**src/rtl/eth_rx_port_arbiter_pkg.sv**
```systemverilog
// -----------------------------------------------------------------------------
// eth_rx_port_arbiter_pkg
// Shared types and constants for the ingress-port arbiter that sits in front
// of the ethernet frame parser.
//   arb_state_t        : arbiter FSM state (IDLE = arbitrating, PASS = frame
//                        in flight from the granted port)
//   ETH_ARB_MAX_PORTS  : largest supported number of ingress ports
// -----------------------------------------------------------------------------
package eth_rx_port_arbiter_pkg;

   localparam int ETH_ARB_MAX_PORTS = 16;

   typedef enum logic {
      ARB_IDLE = 1'b0,
      ARB_PASS = 1'b1
   } arb_state_t;

endpackage : eth_rx_port_arbiter_pkg

```
**src/rtl/eth_rx_port_arbiter_if.sv**
```systemverilog
// -----------------------------------------------------------------------------
// eth_rx_port_arbiter_if
// AXI-Stream bundle carrying N parallel lanes of DW-bit data. The ingress side
// of the arbiter uses N = N_PORTS (one lane per MAC port); the egress side to
// the parser uses N = 1 and carries the source-port tag on tid.
//   tdata  [N*DW] : lane p uses bits [p*DW +: DW]
//   tvalid [N]    : per-lane valid
//   tlast  [N]    : per-lane end of frame
//   tready [N]    : per-lane ready (driven by the sink)
//   tid    [TID_W]: source tag (meaningful on the egress side only)
// Modports: master = stream source, slave = stream sink.
// -----------------------------------------------------------------------------
interface eth_rx_port_arbiter_if #(
   parameter int DW    = 64,
   parameter int N     = 1,
   parameter int TID_W = 1
);

   logic [N*DW-1:0]  tdata;
   logic [N-1:0]     tvalid;
   logic [N-1:0]     tlast;
   logic [N-1:0]     tready;
   logic [TID_W-1:0] tid;

   modport master (
      output tdata,
      output tvalid,
      output tlast,
      output tid,
      input  tready
   );

   modport slave (
      input  tdata,
      input  tvalid,
      input  tlast,
      input  tid,
      output tready
   );

endinterface : eth_rx_port_arbiter_if

```
**src/rtl/eth_rx_port_arbiter_rr_pick.sv**
```systemverilog
// -----------------------------------------------------------------------------
// eth_rr_pick
// Combinational round-robin selector. Returns the first set bit of req found
// scanning upward from last+1 with wrap-around, so the port named by last has
// the lowest priority.
//   req  [N]      : request vector
//   last [LW]     : index of the most recently served requester
//   pick [LW]     : selected index (only meaningful when any = 1)
//   any           : at least one request present
// -----------------------------------------------------------------------------
module eth_rr_pick #(
   parameter int N  = 4,
   parameter int LW = (N > 1) ? $clog2(N) : 1
) (
   input  logic [N-1:0]  req,
   input  logic [LW-1:0] last,
   output logic [LW-1:0] pick,
   output logic          any
);

   logic [N-1:0] rot;
   int unsigned  idx;
   logic         found;

   // Rotate so that bit 0 is port last+1, take the lowest set bit, then map
   // the rotated position back to a real port index.
   always_comb begin
      rot   = '0;
      idx   = 0;
      found = 1'b0;
      for (int unsigned i = 0; i < N; i++) begin
         rot[i] = req[(int'(last) + 1 + i) % N];
      end
      for (int unsigned i = 0; i < N; i++) begin
         if (rot[i] && !found) begin
            found = 1'b1;
            idx   = i;
         end
      end
      pick = LW'((int'(last) + 1 + idx) % N);
      any  = |req;
   end

endmodule : eth_rr_pick

```
**src/rtl/eth_rx_port_arbiter.sv**
```systemverilog
// -----------------------------------------------------------------------------
// eth_rx_port_arbiter
// Frame-granular round-robin arbiter sharing one frame parser between N_PORTS
// AXI-Stream ingress ports. A grant is held until the granted port's tlast
// beat is accepted downstream, so frames are never interleaved. Every output
// beat carries the source port index on m_axis.tid.
//   clk        : system clock
//   rst        : synchronous, active-high reset
//   s_axis     : ingress bundle, N_PORTS lanes (sink side)
//   m_axis     : egress bundle to the parser, one lane, tid = granted port
//   busy       : high while a frame is in flight
//   frame_cnt  : completed frames per port, port p at [p*CNT_W +: CNT_W],
//                wrapping modulo 2^CNT_W
// -----------------------------------------------------------------------------
module eth_rx_port_arbiter
   import eth_rx_port_arbiter_pkg::*;
#(
   parameter int DATA_WIDTH = 64,
   parameter int N_PORTS    = 4,
   parameter int PORT_W     = $clog2(N_PORTS),
   parameter int CNT_W      = 16
) (
   input  logic                       clk,
   input  logic                       rst,
   eth_rx_port_arbiter_if.slave       s_axis,
   eth_rx_port_arbiter_if.master      m_axis,
   output logic                       busy,
   output logic [N_PORTS*CNT_W-1:0]   frame_cnt
);

   arb_state_t        state_q, state_d;
   logic [PORT_W-1:0] grant_q, grant_d;
   logic [PORT_W-1:0] last_grant_q, last_grant_d;
   logic [CNT_W-1:0]  cnt_q [N_PORTS];

   logic [PORT_W-1:0] rr_pick;
   logic              rr_any;
   logic              eof;

   eth_rr_pick #(
      .N  (N_PORTS),
      .LW (PORT_W)
   ) u_pick (
      .req  (s_axis.tvalid),
      .last (last_grant_q),
      .pick (rr_pick),
      .any  (rr_any)
   );

   // Next state and the pass-through data path. The data path has no
   // register stage: in PASS the granted lane is muxed straight to the parser.
   always_comb begin
      state_d       = state_q;
      grant_d       = grant_q;
      last_grant_d  = last_grant_q;
      eof           = 1'b0;
      busy          = 1'b0;
      s_axis.tready = '0;
      m_axis.tvalid = 1'b0;
      m_axis.tlast  = 1'b0;
      m_axis.tid    = '0;
      m_axis.tdata  = s_axis.tdata[grant_q*DATA_WIDTH +: DATA_WIDTH];

      unique case (state_q)
         ARB_IDLE: begin
            if (rr_any) begin
               grant_d = rr_pick;
               state_d = ARB_PASS;
            end
         end
         ARB_PASS: begin
            busy                   = 1'b1;
            m_axis.tid             = grant_q;
            m_axis.tvalid          = s_axis.tvalid[grant_q];
            m_axis.tlast           = s_axis.tlast[grant_q];
            s_axis.tready[grant_q] = m_axis.tready;
            if (s_axis.tvalid[grant_q] && m_axis.tready && s_axis.tlast[grant_q]) begin
               eof          = 1'b1;
               last_grant_d = grant_q;
               state_d      = ARB_IDLE;
            end
         end
         default: state_d = ARB_IDLE;
      endcase
   end

   always_ff @(posedge clk) begin
      if (rst) begin
         state_q      <= ARB_IDLE;
         grant_q      <= '0;
         last_grant_q <= PORT_W'(N_PORTS - 1);
      end else begin
         state_q      <= state_d;
         grant_q      <= grant_d;
         last_grant_q <= last_grant_d;
      end
   end

   always_ff @(posedge clk) begin
      if (rst) begin
         for (int unsigned p = 0; p < N_PORTS; p++) begin
            cnt_q[p] <= '0;
         end
      end else if (eof) begin
         cnt_q[grant_q] <= cnt_q[grant_q] + 1'b1;
      end
   end

   always_comb begin
      frame_cnt = '0;
      for (int unsigned p = 0; p < N_PORTS; p++) begin
         frame_cnt[p*CNT_W +: CNT_W] = cnt_q[p];
      end
   end

endmodule : eth_rx_port_arbiter

```
**src/flat_wrapper.sv**
```systemverilog
// flat-port wrapper written by rule: the top's interface ports become plain ports
module eth_rx_port_arbiter_flat import eth_rx_port_arbiter_pkg::*;
#(
   parameter int DATA_WIDTH = 64,
   parameter int N_PORTS    = 4,
   parameter int PORT_W     = $clog2(N_PORTS),
   parameter int CNT_W      = 16
)
  (clk, rst, busy, frame_cnt, s_axis_tdata, s_axis_tvalid, s_axis_tlast, s_axis_tid, s_axis_tready, m_axis_tdata, m_axis_tvalid, m_axis_tlast, m_axis_tid, m_axis_tready);
  eth_rx_port_arbiter_if #(.DW((64)), .N((4)), .TID_W((2))) s_axis_i ();
  eth_rx_port_arbiter_if #(.DW((64)), .N(1), .TID_W((2))) m_axis_i ();
  input  logic clk;
  input  logic rst;
  output logic busy;
  output logic [N_PORTS*CNT_W-1:0] frame_cnt;
  input wire logic [$bits(s_axis_i.tdata)-1:0] s_axis_tdata;
  input wire logic [$bits(s_axis_i.tvalid)-1:0] s_axis_tvalid;
  input wire logic [$bits(s_axis_i.tlast)-1:0] s_axis_tlast;
  input wire logic [$bits(s_axis_i.tid)-1:0] s_axis_tid;
  output wire logic [$bits(s_axis_i.tready)-1:0] s_axis_tready;
  output wire logic [$bits(m_axis_i.tdata)-1:0] m_axis_tdata;
  output wire logic [$bits(m_axis_i.tvalid)-1:0] m_axis_tvalid;
  output wire logic [$bits(m_axis_i.tlast)-1:0] m_axis_tlast;
  output wire logic [$bits(m_axis_i.tid)-1:0] m_axis_tid;
  input wire logic [$bits(m_axis_i.tready)-1:0] m_axis_tready;
  assign s_axis_i.tdata = s_axis_tdata;
  assign s_axis_i.tvalid = s_axis_tvalid;
  assign s_axis_i.tlast = s_axis_tlast;
  assign s_axis_i.tid = s_axis_tid;
  assign s_axis_tready = s_axis_i.tready;
  assign m_axis_tdata = m_axis_i.tdata;
  assign m_axis_tvalid = m_axis_i.tvalid;
  assign m_axis_tlast = m_axis_i.tlast;
  assign m_axis_tid = m_axis_i.tid;
  assign m_axis_i.tready = m_axis_tready;
  eth_rx_port_arbiter #(.DATA_WIDTH(DATA_WIDTH), .N_PORTS(N_PORTS), .PORT_W(PORT_W), .CNT_W(CNT_W)) u_core (.clk(clk), .rst(rst), .s_axis(s_axis_i), .m_axis(m_axis_i), .busy(busy), .frame_cnt(frame_cnt));
endmodule
```
**config.mk**
```make
export PLATFORM = sky130hd
export DESIGN_NAME = eth_rx_port_arbiter_flat
export DESIGN_NICKNAME = d
export VERILOG_FILES = /design/src/rtl/eth_rx_port_arbiter_pkg.sv /design/src/rtl/eth_rx_port_arbiter_if.sv /design/src/rtl/eth_rx_port_arbiter_rr_pick.sv /design/src/rtl/eth_rx_port_arbiter.sv /design/src/flat_wrapper.sv
export SDC_FILE = /design/constraint.sdc
export NUM_CORES = 1
export LEC_CHECK = 0
export CAP_MARGIN = 0
export CORE_AREA = 2 2 159 161
export DETAILED_ROUTE_END_ITERATION = 8
export DIE_AREA = 0 0 161 163
export GPL_ROUTABILITY_DRIVEN = 0
export PLACE_DENSITY = 0.58
export SYNTH_ARGS = -nofsm -noshare
export SYNTH_HDL_FRONTEND = slang
export SYNTH_SLANG_ARGS = --single-unit
```
**constraint.sdc**
```tcl
create_clock -name clk -period 3.83 [get_ports clk]
set_input_delay 0.766 -clock clk [delete_from_list [all_inputs] [get_ports clk]]
set_output_delay 0.766 -clock clk [all_outputs]
set_load 0.03 [all_outputs]
```
# [Yosys cells after proc, flatten, opt, wreduce, memory -nomap -nowiden]
# Memory sizes are Yosys's and may differ from the RTL's. A register that Yosys moved wholly into a read port is not among the register bits.
# Index checks and enable logic that the tools add are counted.
[word_totals] ramBits=64 mem_count=1 regBits=5
[memory_table] name="u_core.cnt_q" depth=4 word_bits=16 rd=5 rd_ports_with_merged_regs=1 wr=4 line="eth_rx_port_arbiter.sv:34" rtl="logic [CNT_W-1:0] cnt_q [N_PORTS];"
[classes] n_mux=40 addsub=6 reduce_logical=13 order_cmp=6 shifts=1 n_bitwise=2
[op_table] op="indexed part select 256 x 9 -> 64 bit" n=1
[op_table] op="2-to-1 mux 1 bit" n=24
[op_table] op="adder 16 x 1 -> 16 bit (second input constant)" n=1
[op_table] op="2-to-1 mux 16 bit" n=1
[op_table] op="OR reduction 16 bit" n=1
[op_table] op="less-than comparator 2 x 3 -> 1 bit (second input constant)" n=5
[op_table] op="binary-select mux 1 bit (select 2 bit)" n=6
[op_table] op="2-to-1 mux 2 bit" n=6
[op_table] op="logical AND 1 bit" n=6
[op_table] op="adder 2 x 1 -> 2 bit (second input constant)" n=2
[op_table] op="adder 2 bit (second input constant)" n=2
[op_table] op="AND 4 bit" n=1
[op_table] op="2-to-1 mux 4 bit" n=1
[op_table] op="AND reduction 2 bit" n=2
[op_table] op="OR reduction 4 bit" n=1
[op_table] op="zero test 1 bit" n=3
[op_table] op="adder 2 bit" n=1
[op_table] op="demux 1 bit (select 2 bit)" n=1
[op_table] op=">= comparator 2 x 1 -> 1 bit (second input constant)" n=1
[op_table] op="case mux 1 bit (2 select lines)" n=1
[op_table] op="NOT 1 bit" n=1

# [Depth between registers and ports, before layout]
# Gate-level depths: netlist of run 1.
[depth] word_depth=16 ltp_mapped=10 ltp_nobuf=9

# [Cells and area by module]
# Synthesis of run 1 repeated with hierarchy kept, for this count alone.
[hier_totals] cells_unflattened=350 hier_area_um2=5062.4
[by_module_without_submodules] module="eth_rx_port_arbiter" area_each_um2=4865.9 instances=1 cells_per_inst=320 seq_area_each_um2=2062.0
[by_module_without_submodules] module="eth_rr_pick" area_each_um2=196.4 instances=1 cells_per_inst=30 seq_area_each_um2=0.0

# [Worst setup path after synthesis of run 1]
# OpenSTA, ideal clock, no wires.
[synth_path] kind="input -> register" from="input port s_axis_tvalid[1]" to="memory u_core.cnt_q[3][0] (enable)" path_buffers=1 t_arrival_ps=2659 setup_time_ps=414 cell_stages=4 slack_ps=756 cell_sequence="clkbuf_1 > mux4_2 > nand2_1 > o31ai_1"
[synth_lines] element="start, declared" line="flat_wrapper.sv:17" rtl="input wire logic [$bits(s_axis_i.tvalid)-1:0] s_axis_tvalid;"
[synth_lines] element="end, declared" line="eth_rx_port_arbiter.sv:34"

# [Worst setup path after layout of run 1]
[layout_path] from="input port s_axis_tvalid[3]" to="output port m_axis_tvalid"
[layout_via] elab_chain_len=3
[layout_lines] element="binary-select mux 1 bit (select 2 bit)" line="eth_rx_port_arbiter.sv:74" rtl="m_axis.tvalid = s_axis.tvalid[grant_q];"
[layout_lines] element="2-to-1 mux 1 bit (implied by the code)" line="eth_rx_port_arbiter.sv:74"
[layout_lines] element="2-to-1 mux 1 bit" line="eth_rx_port_arbiter.sv:64" rtl="unique case (state_q)"
[layout_lines] element="end, declared" line="flat_wrapper.sv:22" rtl="output wire logic [$bits(m_axis_i.tvalid)-1:0] m_axis_tvalid;"
# Every way passes these cells. The select of a mux whose other input is x is not followed.

==> results, run 1 <==
- The run finished with clean final reports.
- The worst path in the final design needs a cycle of 3.481 ns, including I/O delays and setup.
- Of the post-synthesis cell area, the dominant cell type holds 0.3754.
- After the last flow step, the layout net total stands at 1037.
- The critical path in this run is classified as in2out.
- The number of clock buffers added by TritonCTS is 9.
- The wire-length estimate of the detail-placed layout is 19040 µm.
- Measured against the total synthesized area, the mux share comes to 0.3700.
- The total power after layout is 0.003264 W.
- The arithmetic-cell share of the synthesized area counting full adders, half adders and majority gates is 0.004888.
- The number of max-slew violations in the final report came to 0.
- The mapped netlist covers 0.005120 mm².
- The worst IR drop on VDD is 0.0002175 V.
- The most area-hungry cell type in the Yosys netlist is sky130_fd_sc_hd__edfxtp_1.
- In this run the tool buffered the top-level ports with 403 buffer cells.
- The ratio of total power to cell area is 329.7 mW/mm².
- The share of the Yosys chip area taken by registers is 0.4027.
- The maximum clock frequency is 287.3 MHz.
- In the routed layout, each cell is associated on average with a via count of 4.491.
- The maximum net fanout on the critical path is 9.
- The synthesized netlist cell count is 368.
- The combinational share of power is 0.418.
- Once the clock tree was built, the resizer swapped 0 gates to a different size.
- The floorplan step defined a die boundary enclosing 0.02624 mm².
- The first routing iteration left 291 violations.
- Averaged over all synthesized cells, the footprint is 13.91 µm².
- By area the synthesized netlist is led by sky130_fd_sc_hd__edfxtp_1 38%, sky130_fd_sc_hd__mux4_2 33%, sky130_fd_sc_hd__nor2_1 5.0%.
- The class of the tightest hold or removal check is reg2reg.
- The post-place setup slack is 0.3677 ns.
- The root buffer cell is sky130_fd_sc_hd__clkbuf_16.
- The count of max-cap constraint violations is 0.
- The endpoint required time on the critical path is 3.06 ns.
- By instance count, the leading cell after synthesis is sky130_fd_sc_hd__mux4_2.
- The total of hold buffers inserted after clock tree synthesis is 0.
- In this run, distinct cell masters in the synthesized netlist total 46.
- The insertion delay of the later-clocked pin in the worst-skew pair is 0.33 ns.
- The routed length per instance is 20.92 µm.
- Of the cells placed in the final design, the portion with a size suffix greater than 1 is 0.1505.
- The DRC violation count after routing is 0.
- For the pin with the worst max-slew slack, the measured transition is 0.7358 ns.
- The final-report setup violation count is 0.
- The Yosys step of the flow raised 0 warnings.
- The number of antenna violations at the first check in global routing is 6.
- Summed over all layers, the global routing overflow is 0.
- The post-CTS setup buffer count is 0.
- The total count of hold-check failures in the final report is 0.
- Counting every sink on the clock net gives 71.
- The die boundary height is 163 µm.
- For this run, the leading register cell type out of synthesis is sky130_fd_sc_hd__edfxtp_1.
- Setup slack on the critical path of the routed design comes to 0.3488 ns.
- The worst endpoint data arrival time is 2.72 ns.
- Entering global routing, the biggest net connects 51 pins.
- The clock network fraction of total power is 0.289.
- Across every metal layer, demand over resource in global routing totals 0.1709.
- CTS built an H-tree with a depth of 3.
- The switching power total is 0.001020 W.
- Setup repair after global routing left no endpoint under its margin.
- The internal portion of the total power is 0.002245 W.
- Of the total synthesized cell area, the portion taken by AND, OR, NAND and NOR gates is 0.1273.
- In this run the static leakage power is 3.378 nW.
- The switching power as a share of total power is 0.3124.
- Measured against its own limit, the worst slew margin works out to 0.5094.
- The kind of capture point of the worst setup path is an output pin.
- In the synthesized netlist, the cells that appear most often are 76 x sky130_fd_sc_hd__mux4_2, 68 x sky130_fd_sc_hd__nor2_1, 64 x sky130_fd_sc_hd__edfxtp_1, 17 x sky130_fd_sc_hd__clkbuf_1, 14 x sky130_fd_sc_hd__nand2_1.
- The number of global-route vias before repair is 5277.
- The main combinational cell family by area after synthesis is multiplexers.
- The fraction of the mapped netlist area in compound gates came to 0.03324.
- The type of origin of the critical path is an input port.
- The count of nets left with antenna violations once routing finished came out at 0.
- After floorplanning, the core was divided into 58 placement rows.
- The maximum root-to-sink buffer count is 2.
- The wire length of the first global-routing pass is 33490 µm.
- The TritonCTS clock tree is built.
- The initial standard-cell utilization of the core is 0.2075.
- For this run, asynchronously set or reset flops after synthesis account for 0.
- The final clock skew is 0.006466 ns.
- Clock-pin slew was measured on the worst setup and hold paths at 0.06 ns.
- The count of vias placed by the detailed router is 4967.
- The floorplan die width is 161 µm.
- After routing, the total negative slack on setup checks comes to 0 ns.
- The post-synth net total is 639.
- Counting flops with a built-in enable in the synthesized netlist gives 64.
- In the finished design, the share of the clock period the worst path needs comes to 0.9089.
- In this run the count of I/O pins placed on the die edge is 406.
- For this block, the routed nets add up to 23140 µm of wire.
- The area inside the core boundary is 0.02467 mm².
- The total of flip-flops plus latches after synthesis is 71.
- The post-synthesis to final-layout area growth is 93.40%.
- Of the total synthesized cell area, the portion taken by XOR and XNOR cells is 0.02566.
- The fraction of power consumed by sequential logic is 0.293.
- The pre-antenna-repair detailed-routing pass consisted of 4 iterations.
[kinds of logic after synthesis]
family,Yosys count
flops,71
simple gates,130
mux,86
compound gates,25
xor+xnor,15
buf+inv,39
fa+ha+maj,2
[metrics by stage]
stage | utilization | hold slack [ns] | std cells | area, µm²
global placement | 0.3872 | 0.6285 | 1085 | 9553
global route | 0.4013 | 0.6754 | 1106 | 9902
floorplan | - | 0.6406 | 368 | 5120
detailed placement | 0.3872 | 0.6212 | 1085 | 9553
finish | 0.4013 | 0.6241 | 1106 | 9902
CTS | 0.4008 | 0.6351 | 1101 | 9889
[worst paths after layout]
check	start	to	slack (ns)	depth (start not counted)
worst min-delay path	u_core.state_q	u_core.state_q	0.62	2
worst min register to register	u_core.state_q	u_core.state_q	0.62	2
worst max register to register	u_core.grant_q[1]	u_core.cnt_q[0][8]	1.18	5
worst max-delay path	s_axis_tvalid[3]	m_axis_tvalid	0.35	4
[sequential cells by signal (all words and copies together) (netlist names), named ones only]
name / count
u_core.cnt_q: 64
u_core.last_grant_q: 2
u_core.grant_q: 2
u_core.state_q: 1
[final cells by class]
| class | count | area [µm²] |
|---|---|---|
| Antenna cell | 5 | 12.51 |
| Clock buffer | 9 | 225.2 |
| Clock inverter | 7 | 111.4 |
| Fill cell | 2414 | 14770 |
| Inverter | 7 | 26.28 |
| Multi-Input combinational cell | 258 | 2878 |
| Sequential cell | 71 | 2069 |
| Tap cell | 330 | 412.9 |
| Timing Repair Buffer | 419 | 4167 |
[routing by layer]
metal	vias to the layer above	GRT usage	share of wire
met5	-	0	0
met4	0	0.04505	0.018
met3	23	0.04966	0.074
met2	215	0.3016	0.52
met1	2455	0.2042	0.39
li1	2274	-	-
[critical path, stage by stage]
cell and delay (ns):
sky130_fd_sc_hd__clkdlybuf4s50_1 0.56, sky130_fd_sc_hd__mux4_2 0.59, sky130_fd_sc_hd__and2_1 0.19, sky130_fd_sc_hd__clkdlybuf4s50_1 0.61
[placed cells by master (no fill, tap or decap), drive strengths merged, types with 2 or more instances in the layout]
| cell | netlist | final |
|---|---|---|
| a21o | 4 | 4 |
| a21oi | 6 | 6 |
| and2 | 6 | 6 |
| buf | 15 | 16 |
| bufinv | 0 | 3 |
| clkbuf | 17 | 9 |
| clkdlybuf4s50 | 0 | 403 |
| clkinv | 0 | 3 |
| dfxtp | 7 | 7 |
| diode | 0 | 5 |
| edfxtp | 64 | 64 |
| ha | 2 | 2 |
| inv | 7 | 7 |
| mux2i | 4 | 4 |
| mux4 | 81 | 81 |
| nand2 | 14 | 14 |
| nand2b | 6 | 6 |
| nand3 | 6 | 6 |
| nand4 | 4 | 4 |
| nor2 | 68 | 68 |
| nor3 | 12 | 12 |
| nor4 | 6 | 6 |
| o21ai | 3 | 3 |
| o21bai | 4 | 4 |
| or2 | 2 | 2 |
| or3 | 2 | 2 |
| xnor2 | 11 | 11 |
| xor2 | 4 | 4 |
[power groups by stage]
stage               Clock (W)  Combinational [W]  Sequential (W)
floorplan                   0           0.000701        0.000976
global placement            0            0.00137        0.000975
detailed placement          0            0.00137        0.000975
CTS                  0.000958            0.00138        0.000960
global route         0.000986            0.00144        0.000967
finish               0.000945            0.00136        0.000955
No activity file was read; power rests on OpenSTA's default activity.
==> run 2, diff against run 1 <==
- CORE_AREA: 2 2 159 161 -> 2 2 157 159
- DIE_AREA: 0 0 161 163 -> 0 0 159 161
- PLACE_DENSITY: 0.58 -> 0.61
- clock period: 3.83 -> 2.8 ns (I/O delays scaled with it)
==> run 2 against run 1 <==
  * Global-route usage is 3.0 points higher
  * Largest power group unchanged
  * Combinational power is 48% higher
  * Critical path depth is 1 lower
==> results, run 2 (synthesized netlist as in run 1, its figures left out) <==
- Run status: finished clean (unchanged).
- The first-pass detailed-route iteration total is 4 (unchanged).
- The endpoint required time on the critical path is 2.24 ns (was 3.06 ns).
- The delay of the slowest cell on the worst path came to 0.63 ns (was 0.61 ns).
- The count of fill cells added during filler insertion was 2316 (was 2414).
- The floorplan die width came to 159 µm (was 161 µm).
- The flip-flop count of the largest register, all copies and words added was 64 (unchanged).
- The post-synthesis to final-layout area growth is 95.14% (was 93.40%).
- The total overflow reported by the global router is 0 (unchanged).
- The total number of clock tree sinks is 71 (unchanged).
- The iteration-0 DRC count of the detailed router is 300 (was 291).
- The port buffer count was 403 (unchanged).
- The number of ports placed on the die boundary is 406 (unchanged).
- The final clock skew is 0.008130 ns (was 0.006466 ns).
- The initial standard-cell utilization of the core is 0.2137 (was 0.2075).
- The number of vias per cell after detailed routing is 4.597 (was 4.491).
- The post-route minimum period is 2.697 ns.
- The TritonCTS clock tree is built (unchanged).
- The post-place setup slack was 0.1111 ns (was 0.3677 ns).
- The wire length of the first global-routing pass came to 37470 µm (was 33490 µm).
- The maximum net fanout on the critical path is 1 (was 9).
- The cell area after layout was 0.009991 mm² (was 0.009902 mm²).
- The count of vias placed by the detailed router came to 5098 (was 4967).
- The cell with the largest stage delay on the worst path is sky130_fd_sc_hd__clkdlybuf4s50_1 (unchanged).
- The placement-stage cell area is 0.009658 mm² (was 0.009553 mm²).
- The die boundary height is 161 µm (was 163 µm).
- The number of max-slew violations in the final report is 0 (unchanged).
- The transition at the pin with the smallest max-transition slack is 0.4587 ns (was 0.7358 ns).
- The critical path class is in2out (unchanged).
- The cell family with the largest share of critical-path delay is buffers and inverters (unchanged).
- The ratio of total power to cell area is 444.4 mW/mm² (was 329.7 mW/mm²).
- The register containing the most flip-flops in the final layout is u_core.cnt_q (unchanged).
- The root buffer cell is sky130_fd_sc_hd__clkbuf_16 (unchanged).
- The final-report setup violation count is 0 (unchanged).
- The remaining max-slew budget at the tightest pin is 0.6919 (was 0.5094).
- The type of origin of the critical path is an input port (unchanged).
- The final-layout setup total negative slack is 0 ns (unchanged).
- The number of buffers created by CTS is 9 (unchanged).
- The static power due to leakage is 3.507 nW (was 3.378 nW).
- The routed length per instance was 23.83 µm (was 20.92 µm).
- The area inside the core boundary is 0.02396 mm² (was 0.02467 mm²).
- The cell with the most instances on the worst path is sky130_fd_sc_hd__clkdlybuf4s50_1 (unchanged).
- The worst IR drop on VDD is 0.0002197 V (was 0.0002175 V).
- The most common cell after layout, fill and taps aside is sky130_fd_sc_hd__clkdlybuf4s50_1 (unchanged).
- The maximum root-to-sink buffer count is 2 (unchanged).
- The worst endpoint data arrival time is 2.14 ns (was 2.72 ns).
- The maximum clock frequency is 370.8 MHz.
- The number of H-tree branching levels is 3 (unchanged).
- The insertion delay of the later-clocked pin in the worst-skew pair is 0.33 ns (about the same).
- The number of antenna violations at the first check in global routing is 7 (was 6).
- The wire length reported by the detailed router is 26430 µm (was 23140 µm).
- The DRC violation count after routing came to 0 (unchanged).
- The setup slack after layout is 0.1030 ns (was 0.3488 ns).
- The post-route fraction of the period consumed by the critical path is 0.9632.
- The maximum number of pins on one net before global-route repair is 59 (was 51).
- The kind of capture point of the worst setup path is an output pin (unchanged).
- The number of buffer and inverter stages on the critical path is 2 (unchanged).
- CP Cell Sequence: clkdlybuf4s50_1 > mux4_2 > clkdlybuf4s50_1 (was clkdlybuf4s50_1 > mux4_2 > and2_1 > clkdlybuf4s50_1).
- The clock-pin slew of the registers on the worst-case setup and hold paths is 0.06 ns (about the same).
- The antenna violation net count after detailed routing is 0 (unchanged).
- RSZ-0062 raised after global routing: no (unchanged).
- The count of max-cap constraint violations is 0 (unchanged).
- The class of the tightest hold or removal check was reg2reg (unchanged).
- The total count of hold-check failures in the final report came to 0 (unchanged).
- The area enclosed by the die boundary is 0.02560 mm² (was 0.02624 mm²).
- Largest registers ranked by flip-flop count: u_core.cnt_q x64, u_core.grant_q x2, u_core.last_grant_q x2 (unchanged).
- The layout cell share with drive strength beyond 1 is 0.1954 (was 0.1505).
- The net count reported at finish is 1049 (was 1037).
- Top library cells by usage in the layout, fill and taps aside: 374 x sky130_fd_sc_hd__clkdlybuf4s50_1, 76 x sky130_fd_sc_hd__mux4_2, 68 x sky130_fd_sc_hd__nor2_1 (was 403 x sky130_fd_sc_hd__clkdlybuf4s50_1, 76 x sky130_fd_sc_hd__mux4_2, 68 x sky130_fd_sc_hd__nor2_1).
- The total of hold buffers inserted after clock tree synthesis is 0 (unchanged).
- The number of global-route vias before repair is 5433 (was 5277).
- The number of placement rows is 57 (was 58).
- The half-perimeter wire length after placement is 22160 µm (was 19040 µm).
- The total track usage is 0.2006 (was 0.1709).
## run 2: cell count changes in the layout (fill, tap and decap cells not counted), moves of 2 or more
cell	delta
sky130_fd_sc_hd__buf_4	+31
sky130_fd_sc_hd__clkdlybuf4s50_1	-29
sky130_fd_sc_hd__buf_12	+9
sky130_fd_sc_hd__diode_2	-3
sky130_fd_sc_hd__clkbuf_1	+2
## run 2: metal layers
layer | global-route usage | up-vias | wire, µm | share of wire
met2 | 0.3320 | 274 | 12690 | 0.48
met4 | 0.03636 | 6 | 260 | 0.0098
met1 | 0.2442 | 2496 | 10020 | 0.38
met5 | 0 | - | 39 | 0.0015
met3 | 0.09065 | 22 | 3420 | 0.13
li1 | - | 2300 | - | -
## run 2: worst paths after layout
path,from,end,slack [ns],cells past startpoint
max,s_axis_tdata[24],m_axis_tdata[24],0.10,3
min,u_core.state_q,u_core.state_q,0.61,2
max reg2reg,register,u_core.cnt_q[0][10],0.20,6
min reg2reg,u_core.state_q,u_core.state_q,0.61,2
## run 2: power by group
group          switching (W)  internal, W
combinational       0.000979      0.00103
clock               0.000409     0.000772
sequential         0.0000476      0.00121
total                0.00144      0.00300
## run 2: through the flow
step | power (W) | std cells | util | hold WS (ns)
3_3_place_gp | 0.003281 | 1090 | 0.4030 | 0.5910
2_1_floorplan | 0.002295 | 368 | - | 0.6393
5_1_grt | 0.004616 | 1107 | 0.4167 | 0.6281
3_5_place_dp | 0.003271 | 1090 | 0.4030 | 0.5890
4_1_cts | 0.004473 | 1107 | 0.4166 | 0.5967
6_report | 0.004440 | 1109 | 0.4169 | 0.6057
## run 2: repair_timing
item                                    in CTS  in global routing
resized for setup                            0                  1
endpoints found under the setup margin      26                  1
pin swaps                                    0                  0
setup buffers                                1                  0
## run 2: final cells by class
type | instances | area [µm²] | area share
antenna | 2 | 5.005 | 0.0005009
multi-input combinational | 258 | 2878 | 0.2880
sequential | 71 | 2069 | 0.2071
inverter | 7 | 26.28 | 0.002630
timing repair buffer | 431 | 4302 | 0.4306
tap | 324 | 405.4 | 0.04058
clock inverter | 5 | 72.57 | 0.007264
clock buffer | 11 | 232.7 | 0.02329
## run 2: worst register-to-register path, cell delays in order, from the launching register on
cell	delay, ns
sky130_fd_sc_hd__dfxtp_1	0.58
sky130_fd_sc_hd__mux4_1	0.74
sky130_fd_sc_hd__ha_1	0.33
sky130_fd_sc_hd__nand2_1	0.17
sky130_fd_sc_hd__nor3_1	0.09
sky130_fd_sc_hd__xnor2_1	0.34
sky130_fd_sc_hd__nor2_1	0.10
